[src/rtl/rv32i_pkg.sv]
// Shared RV32I definitions: ALU operation codes, opcodes, datapath select
// encodings and the multicycle control state type.
package rv32i_pkg;

  localparam logic [3:0] ALU_ADD    = 4'b0000;
  localparam logic [3:0] ALU_SUB    = 4'b0001;
  localparam logic [3:0] ALU_AND    = 4'b0010;
  localparam logic [3:0] ALU_OR     = 4'b0011;
  localparam logic [3:0] ALU_XOR    = 4'b0100;
  localparam logic [3:0] ALU_SLL    = 4'b0101;
  localparam logic [3:0] ALU_SRL    = 4'b0110;
  localparam logic [3:0] ALU_SRA    = 4'b0111;
  localparam logic [3:0] ALU_SLT    = 4'b1000;
  localparam logic [3:0] ALU_SLTU   = 4'b1001;
  localparam logic [3:0] ALU_PASS_B = 4'b1010;

  localparam logic [6:0] OPC_LUI    = 7'b0110111;
  localparam logic [6:0] OPC_AUIPC  = 7'b0010111;
  localparam logic [6:0] OPC_JAL    = 7'b1101111;
  localparam logic [6:0] OPC_JALR   = 7'b1100111;
  localparam logic [6:0] OPC_BRANCH = 7'b1100011;
  localparam logic [6:0] OPC_LOAD   = 7'b0000011;
  localparam logic [6:0] OPC_STORE  = 7'b0100011;
  localparam logic [6:0] OPC_OP_IMM = 7'b0010011;
  localparam logic [6:0] OPC_OP     = 7'b0110011;
  localparam logic [6:0] OPC_FENCE  = 7'b0001111;
  localparam logic [6:0] OPC_SYSTEM = 7'b1110011;

  typedef enum logic [1:0] {
    SRC_A_RS1    = 2'd0,
    SRC_A_PC     = 2'd1,
    SRC_A_OLD_PC = 2'd2
  } src_a_e;

  typedef enum logic [1:0] {
    SRC_B_RS2  = 2'd0,
    SRC_B_IMM  = 2'd1,
    SRC_B_FOUR = 2'd2
  } src_b_e;

  typedef enum logic [2:0] {
    IMM_I = 3'd0,
    IMM_S = 3'd1,
    IMM_B = 3'd2,
    IMM_U = 3'd3,
    IMM_J = 3'd4
  } imm_sel_e;

  typedef enum logic [1:0] {
    PC_SRC_ALU    = 2'd0,
    PC_SRC_ALUOUT = 2'd1,
    PC_SRC_JALR   = 2'd2
  } pc_src_e;

  typedef enum logic [1:0] {
    WB_ALUOUT = 2'd0,
    WB_MEM    = 2'd1,
    WB_PC     = 2'd2
  } wb_sel_e;

  typedef enum logic [2:0] {
    ST_INIT    = 3'd0,
    ST_FETCH   = 3'd1,
    ST_DECODE  = 3'd2,
    ST_EXECUTE = 3'd3,
    ST_MEM     = 3'd4,
    ST_WB      = 3'd5,
    ST_TRAP    = 3'd6
  } state_e;

endpackage

[src/rtl/alu_op_decoder.sv]
// Combinational decode of opcode/funct3/funct7 into the EXECUTE-stage ALU
// operation, plus detection of encodings this core does not implement.
module alu_op_decoder
  import rv32i_pkg::*;
(
  input  logic [6:0] opcode,
  input  logic [2:0] funct3,
  input  logic [6:0] funct7,
  output logic [3:0] alu_op,
  output logic       illegal
);

  logic [3:0] funct_op;

  always_comb begin
    funct_op = ALU_AND;
    case (funct3)
      3'b000:  funct_op = ALU_ADD;
      3'b001:  funct_op = ALU_SLL;
      3'b010:  funct_op = ALU_SLT;
      3'b011:  funct_op = ALU_SLTU;
      3'b100:  funct_op = ALU_XOR;
      3'b101:  funct_op = funct7[5] ? ALU_SRA : ALU_SRL;
      3'b110:  funct_op = ALU_OR;
      default: funct_op = ALU_AND;
    endcase
  end

  always_comb begin
    alu_op  = ALU_ADD;
    illegal = 1'b0;
    case (opcode)
      OPC_OP: begin
        alu_op = (funct3 == 3'b000 && funct7 == 7'b0100000) ? ALU_SUB : funct_op;
        if (funct7 == 7'b0100000)
          illegal = !(funct3 == 3'b000 || funct3 == 3'b101);
        else if (funct7 != 7'd0)
          illegal = 1'b1;
      end
      OPC_OP_IMM: begin
        alu_op = funct_op;
        // Only the shift forms carry a funct7 field in the immediate.
        if (funct3 == 3'b001)
          illegal = (funct7 != 7'd0);
        else if (funct3 == 3'b101)
          illegal = !(funct7 == 7'd0 || funct7 == 7'b0100000);
      end
      OPC_LUI:    alu_op = ALU_PASS_B;
      OPC_AUIPC:  alu_op = ALU_ADD;
      OPC_JAL:    alu_op = ALU_ADD;
      OPC_FENCE:  alu_op = ALU_ADD;
      OPC_LOAD:   illegal = (funct3 == 3'b011) || (funct3[2:1] == 2'b11);
      OPC_STORE:  illegal = (funct3 > 3'b010);
      OPC_JALR:   illegal = (funct3 != 3'b000);
      OPC_BRANCH: begin
        illegal = (funct3[2:1] == 2'b01);
        case (funct3[2:1])
          2'b00:   alu_op = ALU_SUB;
          2'b10:   alu_op = ALU_SLT;
          default: alu_op = ALU_SLTU;
        endcase
      end
      default: illegal = 1'b1;
    endcase
  end

endmodule

[src/rtl/multicycle_control_fsm.sv]
// Multicycle RV32I control unit: steps each instruction through
// FETCH/DECODE/EXECUTE/MEM/WB and drives all datapath selects and strobes.
module multicycle_control_fsm
  import rv32i_pkg::*;
(
  input  logic        clk,
  input  logic        rst_n,
  input  logic [31:0] instr,
  input  logic        mem_ready,
  input  logic        alu_zero,
  input  logic        alu_lsb,
  output logic [3:0]  alu_op,
  output logic [1:0]  alu_src_a,
  output logic [1:0]  alu_src_b,
  output logic [2:0]  imm_sel,
  output logic        pc_write,
  output logic [1:0]  pc_src,
  output logic        ir_write,
  output logic        mem_req,
  output logic        mem_we,
  output logic        mem_addr_sel,
  output logic        reg_write,
  output logic [1:0]  wb_sel,
  output logic        illegal,
  output logic [31:0] instret
);

  state_e     state;
  logic [6:0] opcode;
  logic [2:0] funct3;
  logic [3:0] dec_alu_op;
  logic       dec_illegal;
  logic       is_load, is_store, is_ctrl, br_taken;
  logic       unused_instr;

  assign opcode   = instr[6:0];
  assign funct3   = instr[14:12];
  assign is_load  = (opcode == OPC_LOAD);
  assign is_store = (opcode == OPC_STORE);
  assign is_ctrl  = (opcode == OPC_BRANCH) || (opcode == OPC_JAL) || (opcode == OPC_JALR);
  // Register and immediate fields are consumed by the datapath, not here.
  assign unused_instr = ^{instr[24:15], instr[11:7]};

  // funct3[2] picks the SLT/SLTU result over the zero flag; funct3[0] inverts.
  assign br_taken = (funct3[2] ? alu_lsb : alu_zero) ^ funct3[0];

  alu_op_decoder u_alu_op_decoder (
    .opcode  (opcode),
    .funct3  (funct3),
    .funct7  (instr[31:25]),
    .alu_op  (dec_alu_op),
    .illegal (dec_illegal)
  );

  always_ff @(posedge clk or negedge rst_n) begin
    if (!rst_n) begin
      state   <= ST_INIT;
      instret <= 32'd0;
    end else begin
      case (state)
        ST_INIT:  state <= ST_FETCH;
        ST_FETCH: if (mem_ready) state <= ST_DECODE;
        ST_DECODE: begin
          if (dec_illegal) begin
            state <= ST_TRAP;
          end else if (opcode == OPC_FENCE) begin
            state   <= ST_FETCH;
            instret <= instret + 32'd1;
          end else begin
            state <= ST_EXECUTE;
          end
        end
        ST_EXECUTE: begin
          if (is_load || is_store) begin
            state <= ST_MEM;
          end else if (is_ctrl) begin
            state   <= ST_FETCH;
            instret <= instret + 32'd1;
          end else begin
            state <= ST_WB;
          end
        end
        ST_MEM: begin
          if (mem_ready) begin
            if (is_store) begin
              state   <= ST_FETCH;
              instret <= instret + 32'd1;
            end else begin
              state <= ST_WB;
            end
          end
        end
        ST_WB: begin
          state   <= ST_FETCH;
          instret <= instret + 32'd1;
        end
        ST_TRAP: state <= ST_TRAP;
        default: state <= ST_INIT;
      endcase
    end
  end

  always_comb begin
    alu_op       = ALU_ADD;
    alu_src_a    = SRC_A_RS1;
    alu_src_b    = SRC_B_RS2;
    imm_sel      = IMM_I;
    pc_write     = 1'b0;
    pc_src       = PC_SRC_ALU;
    ir_write     = 1'b0;
    mem_req      = 1'b0;
    mem_we       = 1'b0;
    mem_addr_sel = 1'b0;
    reg_write    = 1'b0;
    wb_sel       = WB_ALUOUT;
    illegal      = 1'b0;
    case (state)
      ST_FETCH: begin
        mem_req   = 1'b1;
        alu_src_a = SRC_A_PC;
        alu_src_b = SRC_B_FOUR;
        if (mem_ready) begin
          ir_write = 1'b1;
          pc_write = 1'b1;
        end
      end
      ST_DECODE: begin
        // Branch/jump target is formed here and parked in ALUOut.
        alu_src_a = SRC_A_OLD_PC;
        alu_src_b = SRC_B_IMM;
        imm_sel   = (opcode == OPC_JAL) ? IMM_J : IMM_B;
      end
      ST_EXECUTE: begin
        alu_op = dec_alu_op;
        case (opcode)
          OPC_OP_IMM: alu_src_b = SRC_B_IMM;
          OPC_LUI: begin
            alu_src_b = SRC_B_IMM;
            imm_sel   = IMM_U;
          end
          OPC_AUIPC: begin
            alu_src_a = SRC_A_OLD_PC;
            alu_src_b = SRC_B_IMM;
            imm_sel   = IMM_U;
          end
          OPC_LOAD: alu_src_b = SRC_B_IMM;
          OPC_STORE: begin
            alu_src_b = SRC_B_IMM;
            imm_sel   = IMM_S;
          end
          OPC_BRANCH: begin
            pc_write = br_taken;
            pc_src   = PC_SRC_ALUOUT;
          end
          OPC_JAL: begin
            pc_write  = 1'b1;
            pc_src    = PC_SRC_ALUOUT;
            reg_write = 1'b1;
            wb_sel    = WB_PC;
          end
          OPC_JALR: begin
            alu_src_b = SRC_B_IMM;
            pc_write  = 1'b1;
            pc_src    = PC_SRC_JALR;
            reg_write = 1'b1;
            wb_sel    = WB_PC;
          end
          default: ;
        endcase
      end
      ST_MEM: begin
        mem_req      = 1'b1;
        mem_addr_sel = 1'b1;
        mem_we       = is_store;
      end
      ST_WB: begin
        reg_write = 1'b1;
        wb_sel    = is_load ? WB_MEM : WB_ALUOUT;
      end
      ST_TRAP: illegal = 1'b1;
      default: ;
    endcase
  end

endmodule
[config.mk]
export PLATFORM = sky130hd
export DESIGN_NAME = multicycle_control_fsm
export DESIGN_NICKNAME = d
export VERILOG_FILES = /design/src/rtl/rv32i_pkg.sv /design/src/rtl/alu_op_decoder.sv /design/src/rtl/multicycle_control_fsm.sv
export SDC_FILE = /design/constraint.sdc
export NUM_CORES = 1
export LEC_CHECK = 0
export ABC_AREA = 0
export BUFFER_PORTS_ARGS = -buffer_cell sky130_fd_sc_hd__buf_2
export CORE_MARGIN = 1
export CORE_UTILIZATION = 30
export DETAILED_ROUTE_END_ITERATION = 8
export PLACE_DENSITY_LB_ADDON = 0.25
export SYNTH_ARGS = -nofsm -noshare
export SYNTH_HDL_FRONTEND = slang
export SYNTH_SLANG_ARGS = --single-unit
[constraint.sdc]
create_clock -name clk -period 2.29 [get_ports clk]
set_clock_uncertainty 0.1 [all_clocks]
set_input_delay 0.229 -clock clk [delete_from_list [all_inputs] [get_ports clk]]
set_output_delay 0.229 -clock clk [all_outputs]
set_load 0.02 [all_outputs]
* Word level (Yosys, flattened, before mapping)
Cells that the tools add are included.
** Operators by class
- Add/subtract/negate cells :: 1
- $mul :: 0
- Divide/modulo/power cells :: 0
- Order comparisons :: 1
- Eq/ne operators :: 33
- Shift operators :: 0
- Multiplexer cells :: 49
- Bitwise gates (word level) :: 1
- Reductions and logical operators :: 25
** Operators with widths (number)
- $mux 32 :: 6
- $pmux 32 s4 :: 1
- $add 32x1->32 const B :: 1
- $eq 7x6->1 const B :: 4
- $pmux 4 s7 :: 1
- $eq 7x7->1 const B :: 3
- $mux 3 :: 7
- $eq 3x3->1 const B :: 6
- $pmux 3 s6 :: 1
- $pmux 4 s4 :: 1
- $mux 1 :: 15
- $eq 7x5->1 const B :: 2
- $ne 2x2->1 const B :: 7
- $eq 3x2->1 const B :: 4
- $pmux 2 s2 :: 3
- $pmux 2 s3 :: 2
- $reduce_or 2->1 :: 5
- $mux 2 :: 4
- $mux 4 :: 2
- $pmux 4 s2 :: 1
- $eq 7x2->1 const B :: 1
- $eq 7x4->1 const B :: 1
- $logic_not 7->1 :: 1
- $pmux 1 s7 :: 1
- other kinds (19) :: 30
** Word-level totals
- Register bits after elaboration :: 35
- Bits in latches :: 0
- Bits in writable memories :: 0
- Bits in read-only memories :: 0
- Output and inout port bits :: 54
- Memories :: 0

* Logic depth before layout (Yosys ltp)
Gate-level depths: netlist of run 1.
- Depth after elaboration :: 8
- Depth in mapped cells :: 9
- Gate-level depth less buffers :: 7

* By module
A second synthesis of run 1 with hierarchy kept.
** Unflattened totals
- Cell total of the unflattened synthesis :: 263
- Area, all modules :: 2386.0 um^2
** By module, submodules not included
- multicycle_control_fsm :: times used 1, cells an instance 215, area each 2094.5 um^2, sequential area each 875.8 um^2
- alu_op_decoder :: times used 1, cells an instance 48, area each 291.5 um^2, sequential area each 0.0 um^2

* Worst setup path after synthesis of run 1
No wires, ideal clock.
- Path type :: register to register
- Start :: register instret[14]
- End :: register instret[30]
- Library setup time :: 0.080 ns
- Data arrival time :: 1.818 ns
- Required time :: 2.110 ns
- Setup slack :: 0.292 ns
- Stages on the path, launching flop included :: 7
- Path buffers :: 0
- Period minus slack after synthesis :: 1.998 ns
- Path through :: dfrtp_1 > and4_4 > nand4_4 > or2_4 > nor4_4 > nor3b_2 > xor2_1
** Between the ends
- Word-level cells in the longest chain between the ends :: 4
- Elaborated cells between the ends (all ways) :: 8
- Those cells by class :: add/sub: 1; mux: 7
** Ends and longest elaborated chain
- start, declared :: line multicycle_control_fsm.sv:25 : output logic [31:0] instret
- start signal, assigned :: line multicycle_control_fsm.sv:68 : instret <= instret + 32'd1;
- start signal, assigned :: line multicycle_control_fsm.sv:78 : instret <= instret + 32'd1;
- start signal, assigned :: line multicycle_control_fsm.sv:87 : instret <= instret + 32'd1;
- $add 32x1->32 (*)
- $mux 32, on equally long branches :: line multicycle_control_fsm.sv:85, multicycle_control_fsm.sv:66, multicycle_control_fsm.sv:76
- $mux 32, on equally long branches :: line multicycle_control_fsm.sv:84, multicycle_control_fsm.sv:64, multicycle_control_fsm.sv:74
- $pmux 32 s4 (*) :: line multicycle_control_fsm.sv:60 : case (state)
Every way passes the cells marked *; elsewhere a longest branch is shown, timed or not. The select of a mux whose other input is x is not followed.
A chain may end at the register's enable or synchronous reset.

* Final worst setup path of run 1
- Start :: register state[1]
- End :: register instret[3]
** Between the ends
- Word-level cells in the longest chain between the ends :: 3
- Elaborated cells between the ends (all ways) :: 13
- Those cells by class :: eq/ne: 10; mux: 1; reduce/logical: 2
** Ends and longest elaborated chain
- start, declared :: line multicycle_control_fsm.sv:28 : state_e state;
- start signal, assigned :: line multicycle_control_fsm.sv:57 : state <= ST_INIT;
- start signal, assigned :: line multicycle_control_fsm.sv:61 : ST_INIT: state <= ST_FETCH;
- start signal, assigned :: line multicycle_control_fsm.sv:62 : ST_FETCH: if (mem_ready) state <= ST_DECODE;
- $eq 3x2->1 or $eq 3x3->1 (tied branches) :: line multicycle_control_fsm.sv:60
- $reduce_bool 4->1 (no line) or $ne 2x2->1 (tied branches)
- $reduce_and 7->1 (no line)
Several ways; a longest one is shown, not always the timed one.

==> results of run 1 <==
==> kinds of logic (layout without fill, tap and decap cells) <==
kind of cell / after synthesis / count (layout) / share of synthesized area [%]
multiplexers: 1 / 1 / 0.424
flip-flops: 35 / 35 / 37.1
buffers and inverters: 22 / 105 / 5.20
XOR/XNOR: 33 / 33 / 12.2
adder cells (fa/ha/maj): 1 / 1 / 0.530
AND/OR/NAND/NOR: 137 / 137 / 33.6
AO/OA/AOI/OAI: 37 / 37 / 10.9
==> worst register-to-register path: stages, from the launching register on <==
cell     delay, ns
dfrtp_1       0.46
nor3b_1       0.49
o31ai_1       0.16
o311a_1       0.19
nand2_2       0.25
buf_4         0.20
nor2_1        0.06
xor2_1        0.14
==> flip-flops by register name, summed over array words and instances (netlist names) <==
| register | flops |
|---|---|
| state | 3 |
| instret | 32 |
==> layer usage <==
metal,up-vias,share of wire (%),wire [um],GRT usage [%]
met5,-,0,0,0
met4,0,0.59,34,2.82
met3,4,3.4,193,2.78
met2,40,46,2630,23.1
met1,1063,50,2870,19.8
li1,1103,-,-,-
==> stage by stage <==
stage	cell area (um^2)	util, %
floorplan	2360	-
global placement	2890	39.0
detailed placement	2890	39.0
CTS	2970	40.1
global route	2980	40.2
finish	2980	40.2
==> area by class of cell <==
cell class | instances | area, um^2
Fill cell | 789 | 4430
Inverter | 6 | 22.5
Timing Repair Buffer | 93 | 513
Sequential cell | 35 | 876
Multi-Input combinational cell | 209 | 1370
Clock buffer | 6 | 72.6
Tap cell | 99 | 124
==> timing repair <==
| action | in CTS | in global routing |
|---|---|---|
| hold endpoints to repair | 35 | 0 |
| endpoints found under the setup margin | 0 | 13 |
| gates resized for setup | 0 | 2 |
| buffers inserted | 0 | 0 |
| hold buffers | 1 | 0 |
==> synth_stat cells, drive strengths merged, types with 7 or more instances <==
cell type	instances	share of area, %
a21oi	7	1.5
buf	9	3.1
clkbuf	7	1.1
dfrtp	35	37
nand2	29	4.7
nand3	17	3.8
nand4	10	3.3
nor2	26	4.1
nor3	12	3.6
o21ai	8	1.7
xnor2	20	7.4
xor2	13	4.8
==> power by group through the flow <==
stage	Sequential (mW)	Combinational [mW]	Clock (mW)
after floorplan	0.829	0.718	0
after global placement	0.792	1.03	0
after detailed placement	0.796	1.04	0
after CTS	0.784	1.04	0.418
after global routing	0.800	1.13	0.445
final	0.786	1.04	0.396
==> cell usage in the layout, fill, tap and decap left out, types with 2 or more instances in the layout <==
cell type  synthesis  routed
xor2_1            13      13
nor4_1             5       4
nand2_1           28      28
nand3_1           16      16
nand2b_1           4       4
clkbuf_8           0       5
buf_4              4      17
or3_1              3       3
inv_1              6       6
o22ai_1            2       2
a21boi_0           2       2
nor2b_1            4       4
nor2_1            26      26
o21ai_0            8       8
nand4_1            9       9
and3_1             6       6
xnor2_1           20      20
nor3_2             5       5
nor3_1             7       7
nor3b_1            2       2
a21oi_1            7       7
o21bai_1           3       3
buf_2              2      75
dfrtp_1           35      35
and2_1             3       2
and2_2             1       2
==> worst paths after layout <==
| kind | from | end | slack, ns | depth (start not counted) |
|---|---|---|---|---|
| max in group asynchronous | rst_n | instret[18] | 1.13 | 2 |
| worst max register to register | state[1] | instret[3] | 0.13 | 7 |
| min in group asynchronous | rst_n | instret[7] | 0.47 | 2 |
| worst max-delay path | state[1] | instret[3] | 0.13 | 7 |
| worst min-delay path | mem_ready | state[1] | 0.19 | 3 |
| worst min register to register | instret[31] | instret[31] | 0.37 | 1 |
==> reports/qor.yml, run 1 <==
cts:
  cts_tree: "done"
  cts-root-buf: "clkbuf_8"
  h-tree-depth: 2
  clk_latency_ns: 0.27
  cts_buffers: 5
  cts_sinks: 35
  clk_pin_slew_ns: 0.06
  clockBufferDepth: 2
sta:
  setup_viol_count_final: 0
  fin_hold_ws_ns: 0.193
  period_minus_slack_ns: 2.16
  drv_slew: 0
  rsz0062_at_grt: "no"
  setup_ws_ns: 0.134
  fmax_ghz: 0.464
  setup-tns-final_ns: 0
  fin_crit_sh_pct: 94.2
  maxSlewHeadroom_pct: 48.8
  worst_pin_slew_ns: 0.768
  hold_violations: 0
cells_and_area:
  finalNonFillerCells: 448
  layout.nets: 388
  diodes: 0
  syn_to_final_growth_pct: 26.1
  layout-drive-gt1-share_pct: 33.5
critical_path:
  crit_family: "simple AND/OR/NAND/NOR gates"
  worst_path_largest_cell_delay_ns: 0.49
  crit_buf_inv: 1
  crit_chain: "nor3b_1 -> o31ai_1 -> o311a_1 -> nand2_2 -> buf_4 -> nor2_1 -> xor2_1"
  cp-end-kind: "flip-flop"
  startpoint_type: "flip-flop"
  cp.arrival_ns: 2.21
  crit_fanout: 10
  cp.required_ns: 2.35
  cp_slowest_cell: "nor3b_1"
  critPathKind: "flip-flop to flip-flop"
floorplan:
  row_count: 31
  die_y_um: 90.7
  start_util_pct: 31.9
  die_w_um: 90.7
  io_pins: 91
  coreArea_um2: 7410
  die_area_um2: 8220
placed_design:
  dp_cells: 441
  gp_congestion: 0.800
  hpwlAfterDp_mm: 4.42
  detailedPlace.worstSlack_ns: 0.0967
  io_buffers: 75
power_and_ir_drop:
  clkPwrFrac_pct: 17.8
  total_switching_power_mw: 0.931
  combPwrFrac_pct: 46.7
  p_int_mw: 1.29
  finalPower_mw: 2.22
  p_per_area_nw_per_um2: 745
  seq_power_share_pct: 35.4
  ir_worst_vdd_v: 0.000253
  p_leak_nw: 1.46
  p_sw_share_pct: 42.0
synth:
  synthesis.area_um2: 2360
  synth_area_per_cell_um2: 8.87
  synthArstFlopShare_pct: 100
  synth.net_count: 304
  synth_edf_count: 0
  ys_seq_elements: 35
  ys.flop_type: "dfrtp_1"
  synthCells: 266
  synth_seq_area_share_pct: 37.1
  synth_cell_type_count: 62
  synth_warnings: 0
job:
  drv_cap: 0
global_routing:
  grtUsageTotal_pct: 14.3
  grt_pass1_vias: 2078
  grt_max_degree: 36
  grt_pass1_wl_mm: 9.78
  grt_antenna_before_repair: 0
  overflow: 0
drt:
  vias: 2210
  wirelength_mm: 5.73
  drtAntennaViolNets: 0
  avgViaCountPerCell: 4.93
  wl_per_cell_um: 12.8
  remaining_drc_errors: 0
  drtIter0Drc: 81
  firstDrtPassIters: 4
outcome:
  status: "finished, final reports clean"
hold_path:
  hold_path.class: "input port to flip-flop"
No activity file was read; power rests on OpenSTA's default activity.
==> inputs of run 2 (changes only) <==
- RECOVER_POWER: unset -> 25
==> run 2 against run 1 <==
Clock power hardly changed; first-iteration DRC count is 4.9% lower; routed wire length is 0.44% higher; sequential power hardly changed; sequential share of layout area is 0.39 points higher; largest cell class unchanged; utilization is 0.52 points lower; flip-flop and latch count stayed put; non-clock buffer count stayed put; worst setup slack worse by 0.00062 ns; via count is 0.18% higher; design area is 1.3% lower; register-to-register slack hardly changed; highest routed layer unchanged.
==> reports/qor.yml, run 2 (synthesized netlist as in run 1, its figures left out) <==
cells_and_area:
  layout-drive-gt1-share_pct: 24.6  # -8.9 points
  fillers: 801  # +1.5%
  largest_reg_flops: 32  # unchanged
  final_cell_mix: "buf_2, dfrtp_1, clkbuf_1"
  layout.nets: 388  # unchanged
  syn_to_final_growth_pct: 24.5
  regMostFlops: "instret"
  top_regs: "instret x32, state x3"
  final_util_pct: 39.7  # -0.52 points
  diodes: 0  # unchanged
  final_common_cell: "buf_2"
floorplan:
  die_area_um2: 8220  # unchanged
  coreArea_um2: 7410  # unchanged
  die_y_um: 90.7  # unchanged
  die_w_um: 90.7  # unchanged
  start_util_pct: 31.9  # unchanged
  io_pins: 91  # unchanged
  row_count: 31  # unchanged
drt:
  vias: 2214  # +0.18%
  drtAntennaViolNets: 0  # unchanged
  wirelength_mm: 5.75  # +0.44%
  wl_per_cell_um: 12.8  # +0.44%
  drtIter0Drc: 77  # -4.9%
  firstDrtPassIters: 4  # unchanged
  avgViaCountPerCell: 4.94  # +0.18%
  remaining_drc_errors: 0  # unchanged
critical_path:
  startpoint_type: "flip-flop"
  cp.arrival_ns: 2.21  # about the same
  crit_fanout: 10  # unchanged
  critPathKind: "flip-flop to flip-flop"
  reg2reg_depth: 7  # unchanged
  cp-end-kind: "flip-flop"
  cp.required_ns: 2.35  # about the same
sta:
  drv_slew: 0  # unchanged
  hold_violations: 0  # unchanged
  setup-tns-final_ns: 0  # unchanged
  fin_crit_sh_pct: 94.2  # about the same
  setup_viol_count_final: 0  # unchanged
  fin_hold_ws_ns: 0.193  # +0.000121 ns
  fmax_ghz: 0.464  # about the same
  worst_pin_slew_ns: 0.772  # +0.00387 ns
  period_minus_slack_ns: 2.16  # +0.000621 ns
  rsz0062_at_grt: "no"
  maxSlewHeadroom_pct: 48.5  # -0.26 points
cts:
  h-tree-depth: 2  # unchanged
  clockBufferDepth: 2  # unchanged
  cts_buffers: 5  # unchanged
  clk_pin_slew_ns: 0.06  # about the same
  cts-root-buf: "clkbuf_8"
  cts_tree: "done"
  cts_sinks: 35  # unchanged
  clk_latency_ns: 0.27  # about the same
power_and_ir_drop:
  total_switching_power_mw: 0.935  # +0.43%
  clkPwrFrac_pct: 18.0  # +0.2 points
  p_sw_share_pct: 42.3  # +0.34 points
  seq_power_share_pct: 35.7  # +0.3 points
  p_per_area_nw_per_um2: 752  # +0.95%
  ir_worst_vdd_v: 0.000252  # about the same
  p_leak_nw: 1.33  # -9.0%
  p_int_mw: 1.27  # -0.94%
  combPwrFrac_pct: 46.4  # -0.3 points
global_routing:
  grt_pass1_wl_mm: 9.78  # unchanged
  grt_max_degree: 36  # unchanged
  grt_pass1_vias: 2078  # unchanged
  overflow: 0  # unchanged
  grt_antenna_before_repair: 0  # unchanged
  grtUsageTotal_pct: 14.3  # unchanged
outcome:
  status: "finished, final reports clean"
placed_design:
  gp_congestion: 0.800  # unchanged
  io_buffers: 75  # unchanged
  hpwlAfterDp_mm: 4.42  # unchanged
hold_path:
  hold_path.class: "input port to flip-flop"
  hold_depth: 3  # unchanged
job:
  drv_cap: 0  # unchanged
run 2: power by group through the flow:
stage	logic (mW)	clock network (mW)	registers [mW]
after detailed placement	1.04	0	0.796
after global routing	1.12	0.445	0.801
after floorplan	0.718	0	0.829
after CTS	1.04	0.418	0.784
after global placement	1.03	0	0.792
final	1.02	0.397	0.788
run 2: through the flow:
step / setup slack [ns] / std cells / area (um^2) / power (mW)
global placement: 0.110 / 441 / 2890 / 1.82
detailed placement: 0.0967 / 441 / 2890 / 1.83
CTS: 0.0988 / 448 / 2970 / 2.24
global route: 0.0212 / 448 / 2940 / 2.37
floorplan: 0.292 / 266 / 2360 / 1.55
finish: 0.133 / 448 / 2940 / 2.21
run 2: critical path, cell delays in order, from the launching register on:
cell and delay, ns:
dfrtp_1 0.46, nor3b_1 0.49, o31ai_1 0.16, o311a_1 0.19
nand2_2 0.25, buf_4 0.20, nor2_1 0.06, xor2_1 0.14
run 2: final cells by class:
| type | instances | area (um^2) | share of cell area [%] |
|---|---|---|---|
| multi-input cells | 209 | 1370 | 46.6 |
| inverters | 6 | 22.5 | 0.767 |
| clock buffers | 6 | 72.6 | 2.47 |
| well taps | 99 | 124 | 4.22 |
| repair buffers | 93 | 474 | 16.1 |
| flip-flops and latches | 35 | 876 | 29.8 |
run 2: repair_timing:
item / in CTS / in global routing
hold endpoints to repair: 35 / 0
gates resized for setup: 0 / 2
setup buffers: 0 / 0
setup endpoints to repair: 0 / 13
hold buffers: 1 / 0
run 2: metal layers:
layer / vias to the layer above / routed length, um / track usage [%]
li1: 1103 / - / -
met1: 1067 / 2880 / 19.8
met5: - / 0 / 0
met3: 4 / 199 / 2.78
met4: 0 / 34 / 2.82
met2: 40 / 2640 / 23.1
run 2: worst paths after layout:
path,from,endpoint,slack (ns)
hold / removal,mem_ready,state[1],0.19
setup / recovery,state[1],instret[3],0.13
setup reg to reg,state[1],instret[3],0.13
max in group asynchronous,rst_n,instret[18],1.13
hold reg to reg,instret[31],instret[31],0.38
min in group asynchronous,rst_n,instret[8],0.47
==> inputs of run 3 (changes only) <==
- ABC_AREA: 0 -> 1
==> run 3 against run 2 <==
Area after synthesis rose by 15%; count of clock-buffer cells in the layout did not move; largest power group unchanged; total power rose by 15%; combinational power rose by 21%; worst setup slack improved by 0.10 ns; final cell count rose by 36%; largest cell class unchanged.
==> reports/qor.yml, run 3 <==
outcome:
  status: "finished, final reports clean"
cts:
  clk_pin_slew_ns: 0.06  # about the same
  clockBufferDepth: 2  # unchanged
  cts-root-buf: "clkbuf_8"
  hold_buffers: 1  # unchanged
  ctsResizeCount: 0  # unchanged
  cts_buffers: 5  # unchanged
  h-tree-depth: 2  # unchanged
  post-cts-setup-buffers: 0  # unchanged
  cts_sinks: 35  # unchanged
  clk_latency_ns: 0.28  # about the same
  cts_tree: "done"
floorplan:
  coreArea_um2: 8720  # +18%
  die_area_um2: 9440  # +15%
  die_w_um: 97.1  # +7.1%
  row_count: 34  # +9.7%
  start_util_pct: 31.1  # -0.72 points
  die_y_um: 97.1  # +7.1%
  io_pins: 91  # unchanged
cells_and_area:
  regMostFlops: "instret"
  fillers: 971  # +21%
  top_regs: "instret x32, state x3"
  layout-drive-gt1-share_pct: 13.5  # -11 points
  layout.nets: 540  # +39%
  diodes: 0  # unchanged
  largest_reg_flops: 32  # unchanged
  final_cell_mix: "nand2_1, nor2_1, inv_1"
  final_util_pct: 37.2  # -2.5 points
  final_common_cell: "nand2_1"
  multi_input_area_um2: 1560  # +14%
  ff_latch_area_um2: 876  # unchanged
  syn_to_final_growth_pct: 19.5
power_and_ir_drop:
  combPwrFrac_pct: 48.4  # +2.0 points
  p_per_area_nw_per_um2: 782  # +4.0%
  ir_worst_vdd_v: 0.000491  # +95%
  finalPower_mw: 2.54  # +15%
  p_leak_nw: 1.65  # +24%
  seq_power_share_pct: 33.9  # -1.8 points
  total_switching_power_mw: 1.20  # +28%
  p_int_mw: 1.34  # +5.4%
  p_sw_share_pct: 47.1  # +4.8 points
  clkPwrFrac_pct: 17.7  # -0.3 points
synth:
  synth_edf_count: 0  # unchanged
  post_synth_and_or_nand_nor_area_fraction_pct: 41.2  # +7.6 points
  ys.flop_type: "dfrtp_1"
  synthArstFlopShare_pct: 100  # unchanged
  netlist_top_cells_count: "nand2_1, nor2_1, inv_1"
  synth-xor-area-share_pct: 9.03  # -3.2 points
  yosys.area_share.adder_pct: 0.461  # -0.069 points
  synthesis.area_um2: 2720  # +15%
  synth_mux_area_share_pct: 0  # -0.42 points
  synth_top_area_share_pct: 32.3  # -4.9 points
  yosysMostFrequentCell: "nand2_1"
  synth_area_per_cell_um2: 6.40  # -28%
  synth.net_count: 462  # +52%
  synth_compound_area_share_pct: 6.68  # -4.2 points
  yosys-top-cells-area: "dfrtp_1, nand2_1, nor2_1"
  yosys.area.top_type: "dfrtp_1"
  synth_cell_type_count: 33  # -47%
  synth_warnings: 0  # unchanged
  synth_seq_area_share_pct: 32.3  # -4.9 points
  ys_seq_elements: 35  # unchanged
  synthCells: 424  # +59%
  synth_top_family_by_area: "simple AND/OR/NAND/NOR gates"
sta:
  hold_violations: 0  # unchanged
  period_minus_slack_ns: 2.06  # -0.102 ns
  drv_slew: 0  # unchanged
  setup_viol_count_final: 0  # unchanged
  worst_pin_slew_ns: 0.805  # +0.0329 ns
  fmax_ghz: 0.487  # +4.9%
  maxSlewHeadroom_pct: 46.3  # -2.2 points
  rsz0062_at_grt: "no"
  fin_crit_sh_pct: 89.7  # -4.4 points
  setup-tns-final_ns: 0  # unchanged
placed_design:
  io_buffers: 75  # unchanged
  gp_congestion: 0.850  # +6.3%
  hpwlAfterDp_mm: 5.87  # +33%
critical_path:
  cp.required_ns: 1.96  # -0.39 ns
  startpoint: "state[2]"
  crit_fanout: 9  # -1
  cp-end-kind: "output pin"
  rrSetupSlack_ns: 0.34  # +0.21 ns
  critPathKind: "flip-flop to output pin"
  cp.arrival_ns: 1.73  # -0.48 ns
  startpoint_type: "flip-flop"
  r2r-start: "state[2]"
global_routing:
  grt_pass1_wl_mm: 12.2  # +25%
  grtUsageTotal_pct: 15.8  # +1.5 points
  overflow: 0  # unchanged
  grt_max_degree: 36  # unchanged
  grt_pass1_vias: 2635  # +27%
  grt_antenna_before_repair: 0  # unchanged
job:
  drv_cap: 0  # unchanged
drt:
  wl_met3_um: 417  # +110%
  wl_met2_mm: 3.26  # +23%
  wl_met1_mm: 3.45  # +20%
  remaining_drc_errors: 0  # unchanged
  firstDrtPassIters: 4  # unchanged
  wirelength_mm: 7.27  # +26%
  vias: 2866  # +29%
  wl_per_cell_um: 11.9  # -7.1%
  drtAntennaViolNets: 0  # unchanged
  drtIter0Drc: 145  # +88%
  avgViaCountPerCell: 4.70  # -4.9%
  routed.top_layer: "met4"
hold_path:
  hold_path.class: "input port to flip-flop"
  min_from: "mem_ready"
run 3: cell count changes after synthesis, sizes merged, moves of 6 or more:
cell	before	now
nand2	29	141
inv	6	58
nor2	26	64
o21ai	8	20
nand3	17	27
clkbuf	7	1
run 3: path summary, 6_finish.rpt:
kind,endpoint,depth (start not counted)
max in group asynchronous,instret[9],2
worst max-delay path,alu_src_a[1],6
min in group asynchronous,instret[18],2
worst min register to register,instret[8],1
worst min-delay path,state[0],4
worst max register to register,instret[5],9
run 3: logic make-up after synthesis:
logic type      count (synthesis)
simple gates                  262
buf+inv                        66
flops                          35
fa+ha+maj                       1
compound gates                 32
xor+xnor                       28
run 3: per-stage QoR:
stage / hold slack (ns) / instances / cell area, um^2 / setup slack (ns)
floorplan: -0.167 / 424 / 2720 / 0.302
global placement: 0.260 / 602 / 3190 / 0.360
detailed placement: 0.268 / 602 / 3190 / 0.332
CTS: 0.0990 / 610 / 3280 / 0.226
global route: 0.104 / 610 / 3240 / 0.0728
finish: 0.103 / 610 / 3240 / 0.235
run 3: per-layer routing:
layer | vias to the layer above | GRT usage, %
met1 | 1293 | 20.9
met5 | - | 0
met3 | 12 | 4.39
met4 | 0 | 3.79
met2 | 79 | 25.7
li1 | 1482 | -
run 3: area by class of cell:
type,instances,share of cell area [%]
clock buffer,6,2.55
clock inverter,1,0.154
inverter,58,6.71
multi-input combinational,323,48.1
sequential,35,27.0
tap,108,4.17
timing repair buffer,79,11.4
run 3: critical path, cell delays in order, from the launching register on:
cell and delay (ns):
dfrtp_1 0.40, inv_1 0.14, nand3_2 0.20, inv_1 0.22
nand2_1 0.11, o21ai_0 0.18, buf_2 0.20
run 3: power by group through the flow:
stage	combinational [mW]	sequential [mW]	clock, mW
after floorplan	0.897	0.927	0
after global placement	1.23	0.864	0
after detailed placement	1.25	0.870	0
after CTS	1.26	0.857	0.475
after global routing	1.37	0.881	0.498
final	1.23	0.861	0.449
